==> src/rtl/boot_copier.sv <==
// Boot copier: streams boot ROM words into RAM through a valid/ready write
// port, then releases the CPU from reset.
module boot_copier #(
  parameter int          ADDR_W     = 8,
  parameter int          WORDS      = 256,
  parameter logic [15:0] RAM_BASE   = 16'h0000,
  parameter bit          AUTO_START = 1'b1
) (
  input  logic              clk,
  input  logic              rst_n,
  input  logic              start,
  output logic [ADDR_W-1:0] rom_addr,
  input  logic [15:0]       rom_data,
  output logic [15:0]       ram_addr,
  output logic [15:0]       ram_wdata,
  output logic              ram_we,
  input  logic              ram_ready,
  output logic              busy,
  output logic              done,
  output logic              cpu_rst_n
);

  localparam int IW = ADDR_W + 1;
  localparam logic [IW-1:0] LAST = IW'(WORDS - 1);

  typedef enum logic [1:0] {
    IDLE,
    FETCH,
    WRITE,
    DONE
  } state_t;

  state_t        state;
  logic [IW-1:0] idx;
  logic [15:0]   hold;
  logic          arm;

  // Address and data are pure decodes of registered state.
  assign rom_addr  = idx[ADDR_W-1:0];
  assign ram_addr  = RAM_BASE + 16'(idx);
  assign ram_wdata = hold;

  always_ff @(posedge clk or negedge rst_n) begin
    if (!rst_n) begin
      state     <= IDLE;
      idx       <= '0;
      hold      <= '0;
      arm       <= AUTO_START;
      ram_we    <= 1'b0;
      busy      <= 1'b0;
      done      <= 1'b0;
      cpu_rst_n <= 1'b0;
    end else begin
      arm <= 1'b0;
      unique case (state)
        IDLE: begin
          if (start || arm) begin
            state <= FETCH;
            idx   <= '0;
            busy  <= 1'b1;
          end
        end
        FETCH: begin
          hold   <= rom_data;
          state  <= WRITE;
          ram_we <= 1'b1;
        end
        WRITE: begin
          if (ram_ready) begin
            ram_we <= 1'b0;
            if (idx == LAST) begin
              state     <= DONE;
              busy      <= 1'b0;
              done      <= 1'b1;
              cpu_rst_n <= 1'b1;
            end else begin
              idx   <= idx + 1'b1;
              state <= FETCH;
            end
          end
        end
        DONE: begin
          if (start) begin
            state     <= FETCH;
            idx       <= '0;
            busy      <= 1'b1;
            done      <= 1'b0;
            cpu_rst_n <= 1'b0;
          end
        end
        default: state <= IDLE;
      endcase
    end
  end

endmodule
==> config.mk <==
export PLATFORM = sky130hd
export DESIGN_NAME = boot_copier
export DESIGN_NICKNAME = d
export VERILOG_FILES = /design/src/rtl/boot_copier.sv
export SDC_FILE = /design/constraint.sdc
export NUM_CORES = 1
export LEC_CHECK = 0
export ABC_AREA = 1
export BUFFER_PORTS_ARGS = -buffer_cell sky130_fd_sc_hd__clkbuf_2
export CORE_MARGIN = 8
export CORE_UTILIZATION = 30
export CTS_BUF_LIST = sky130_fd_sc_hd__clkbuf_2 sky130_fd_sc_hd__clkbuf_4 sky130_fd_sc_hd__clkbuf_8
export DETAILED_ROUTE_END_ITERATION = 16
export GPL_TIMING_DRIVEN = 0
export PLACE_DENSITY = 0.54
export SYNTH_ARGS = -nofsm -noshare
export SYNTH_HDL_FRONTEND = slang
export SYNTH_SLANG_ARGS = --single-unit
==> constraint.sdc <==
create_clock -name clk -period 5.12 [get_ports clk]
set_clock_uncertainty 0.1 [all_clocks]
set_input_delay 1.024 -clock clk [delete_from_list [all_inputs] [get_ports clk]]
set_output_delay 1.024 -clock clk [all_outputs]
set_load 0.01 [all_outputs]
[Word level (Yosys, flattened, before mapping)]
Index checks and enable logic that the tools add are counted.
Operators by class
  add/subtract/negate cells: 1
  $mul: 0
  divide/modulo/power cells: 0
  magnitude comparators: 0
  eq/ne operators: 9
  shifts and indexed selects: 0
  muxes and demuxes: 21
  bitwise operators: 0
  reduce and logical (&&, ||, !) cells: 10
Operators with widths (count)
  9-bit two-way mux: 4
  9-bit one-hot mux with 3 select lines: 1
  2-bit != test, second input constant: 5
  5-bit AND reduction: 2
  9-bit by 1-bit adder with 9-bit output, second input constant: 1
  9-bit by 8-bit == test with 1-bit output, second input constant: 1
  1-bit two-way mux: 8
  2-bit two-way mux: 4
  2-bit one-hot mux with 4 select lines: 1
  2-bit == test, second input constant: 2
  1-bit one-hot mux with 2 select lines: 2
  4-bit AND reduction: 1
  2-bit nonzero test: 2
  1-bit one-hot mux with 3 select lines: 1
  3-bit AND reduction: 1
  3-bit nonzero test: 1
  2-bit by 1-bit == test with 1-bit output, second input constant: 1
  2-bit zero test: 1
  2-bit AND reduction: 1
  1-bit logical OR: 1
Storage, ports and cells
  register bits after elaboration: 31
  bits in latches: 0
  bits in writable memories: 0
  memory bits (read-only): 0
  output and inout bits: 44
  logic and storage cells: 48
  memories: 0

[Longest topological paths before layout]
  depth in word-level cells: 4
  gate-level depth with buffers: 13
  depth with buffers taken out: 13

[Worst setup path before layout]
No wires, ideal clock.
  path kind: register to register
  start point: register idx[0]
  end point: register idx[2]
  library setup time: 0.118 ns
  arrival: 1.657 ns
  required time: 4.902 ns
  slack: 3.245 ns
  cell stages (with the launch flop): 14
  buffers on the path: 1
  cell sequence: dfrtp_1 ha_1 nand2_1 inv_1 nand2_1 nor2_1 ha_1 nand2_4 nand2_4 inv_2 nand3_4 buf_6 nand2_1 o21ai_2
Between the ends
  word-level cells in the longest chain between the ends: 4
  elaborated cells on any way between the ends: 7
RTL lines
  from (decl): RTL line 34  | logic [IW-1:0] idx;
  from (signal assigned): RTL line 77  | idx <= idx + 1'b1;
  9-bit by 1-bit adder with 9-bit output: RTL line 77
  9-bit two-way mux: RTL line 71  | if (idx == LAST) begin
  9-bit two-way mux: RTL line 69  | if (ram_ready) begin
  9-bit one-hot mux with 3 select lines: RTL line 55  | unique case (state)
Several ways; a longest one is shown, not always the timed one. The select of a mux whose other input is x is not followed.
A chain may end at the register's enable or synchronous reset.

[Final worst setup path]
  start point: register idx[5]
  end point: output rom_addr[5]
RTL lines
  to (decl): RTL line 12  | output logic [ADDR_W-1:0] rom_addr,
No word-level cell between the ends.

==> impl_results.md <==
- Status: finished clean
- Final Cell Area: 2130 um^2
- Die H: ~90 um
- Core ar.: between 5000 and 6000 um^2
- PwrDens: 489 nW/um^2
- Met2 global-route usage: 14.1%
- Hpwl dp: roughly 2800 um
- Largest net degree at the start of global routing: 32
- Worst-margin pin slew: between 0.7 and 0.8 ns
- Antenna violations before repair: 0
- Final Hold Fails: 0
- Final Wtd Congestion: 0.788
- Via Count: 1356
- Synth Area in Simple Gates: between 20% and 30%
- # Max-Cap Violations: 0
- Post-cts gate resize count: 0
- Chip Width: about 90 um
- Vias per inst: roughly 4
- Port Buffer Count: 56
- IO Pins: 64
- Grt met3 use: around 5.4%
- Setup-failing EPs final: 0
- Synth-to-layout area growth: 29.5%
- Post-synthesis xor/xnor area fraction: 1.07%
- Syn Area/Cell: ~8.4 um^2
- Routed length per instance: approximately 11 um
- Post-synthesis sequential area ratio: approximately 47%
- Cts bufs inserted: 5
- Leakage Power: between 1 and 1.5 nW
- CP endpoint kind: output pin
- Drt drc: 0
- Area contributors post-synth: dfrtp_1, nand2_1, buf_4, ha_1, inv_1
- Crit path time final: ~2.1 ns
- TritonRoute pass-1 iters: 4
- Post-synthesis cell type count: 25
- Most used routing layer: met2
- CTS Buffer Depth: 2
- Number of global-route vias before repair: 1380
- Adder-cell share of the synthesized area: approximately 5.3%
- Worst skew pair latency: 0.27 ns
- Synth Warn #: 0
- Met1 usage: 10.5%
- Asr flop ratio synth: between 90% and 100%
- Full die area: 8100 um^2
- Slew margin rel.: 47.9%
- Synth area leader: dfrtp_1
- Min-Delay Path Depth: 2
- Clock Sinks: 31
- Gr ovfl total: 0
- Mapped Cells: ~200
- Max-slew violations: 0
- CTS root buffer: clkbuf_8
- Most frequent cells after synthesis: nand2_1, dfrtp_1, buf_4
- H-tree depth: 2
- Peak VDD IR: slightly above 0.2 mV
- Nets@finish: roughly 290
- Routed Antenna Nets: 0
- Number of enable flip-flop cells after synthesis: 0
- Worst EP required: around 4 ns
- Post-synthesis mux area share: 0%
- Unrepaired setup endpoints after global routing: false
- Worst-path fanout max: 6
- Gr usage total: between 9 and 10%
- CTS tree: built
- Setup TNS Final: 0 ns
- First-pass GRT wire length: about 6300 um
- Post-synth top area share: 45.7%
- Hold Slack: 0.368 ns
- Crit path DAT: 1.00 ns
- Final Cycle Share: between 40 and 50%
- Starting Density: a little under a third
- Share of cells above drive strength 1: between 30% and 40%
- Post-CTS setup buffers: 0
- Yosys reg bits: 31
- Cell row count: 27
- Clock-pin slew on the worst setup and hold paths: approximately 0.060 ns
- Syn Std Cell Area: about 1600 um^2
- Placed cell area: 2040 um^2
- Ant diodes: 0
- Count leader, synth: nand2_1
- Final Total Pwr: between 0.001 and 0.0015 W
- CP Class: reg -> out
- CP startpoint kind: register
- Compound-Gate Fraction of Synth Area: 4.72%
- Max Clk Rate: between 400 and 500 MHz
- Hold Crit Class: reg -> reg
- Most used DFF post-synth: dfrtp_1
- Largest family of logic cells by synthesized area: simple AND/OR/NAND/NOR gates
- Post-CTS Hold Buffers: 0
- R2R depth: 13
- WL final: roughly 3600 um
- Initial DRC Count: 41
-- state kept, by name (all words and copies together) (netlist names) --
register,count
busy,1
ram_we,1
state,2
arm,1
ram_wdata,16
idx,9
cpu_rst_n,1
-- placed cells by master, fill, tap and decap left out --
cell       n
o21bai_1   2
o21ai_2    2
buf_6      3
nand3_1    6
a21oi_1    1
dfrtp_1   30
clkinv_2   1
nand4_1    1
buf_4     16
ha_1       7
o21ai_0    6
clkbuf_2  56
nand2_4    2
nand3_4    1
inv_1     11
dfstp_2    1
nor2_4     1
buf_2      2
inv_2      3
or2_2      1
xor2_1     2
conb_1     8
nand2_2    2
nand2_1   85
inv_8      1
o21ai_1    2
nor2_1     7
clkbuf_8   6
-- report_power, final --
part | internal (W) | total [W] | switching [W]
registers | 0.000331 | 0.000386 | 0.0000544
logic | 0.000185 | 0.000463 | 0.000278
clock network | 0.000105 | 0.000191 | 0.0000862
-- per-stage QoR --
step | worst slack [ns] | util (%) | instances
2_1_floorplan | 3.24 | - | 203
3_3_place_gp | 3.14 | 37.7 | 331
3_5_place_dp | 3.12 | 37.7 | 331
4_1_cts | 2.98 | 39.4 | 338
5_1_grt | 2.92 | 39.4 | 338
6_report | 2.99 | 39.4 | 338
-- logic make-up after synthesis --
| family | Yosys count |
|---|---|
| XOR/XNOR | 2 |
| flip-flops | 31 |
| buffers and inverters | 36 |
| other | 1 |
| AO/OA/AOI/OAI | 13 |
| AND/OR/NAND/NOR | 106 |
| adder cells (fa/ha/maj) | 7 |
-- worst max-delay path: stages, from the launching register on --
cell,delay (ns)
dfrtp_1,0.45
buf_4,0.16
clkbuf_2,0.12
-- path summary, 6_finish.rpt --
path,from,endpoint,slack (ns)
setup / recovery,idx[5]$_DFFE_PN0P_,rom_addr[5],2.99
hold / removal,ram_wdata[8]$_DFFE_PN0P_,ram_wdata[8]$_DFFE_PN0P_,0.37
setup reg to reg,idx[0]$_DFFE_PN0P_,idx[6]$_DFFE_PN0P_,3.12
hold reg to reg,ram_wdata[8]$_DFFE_PN0P_,ram_wdata[8]$_DFFE_PN0P_,0.37
max in group asynchronous,rst_n,ram_wdata[2]$_DFFE_PN0P_,3.71
min in group asynchronous,rst_n,idx[6]$_DFFE_PN0P_,0.72
-- final cells by class --
type | instances | area [um^2]
fillers | 589 | 3280
flip-flops and latches | 31 | 777
multi-input cells | 136 | 664
repair buffers | 56 | 280
plain buffers | 21 | 164
well taps | 72 | 90.1
clock buffers | 6 | 82.6
inverters | 15 | 63.8
clock inverters | 1 | 5.00
-- per-layer routing --
| metal | up-vias | part of all wire [%] |
|---|---|---|
| li1 | 713 | - |
| met2 | 43 | 43 |
| met3 | 6 | 11 |
| met1 | 594 | 45 |
| met5 | - | 0 |
| met4 | 0 | 1.2 |
(Power assumes the default switching activity.)
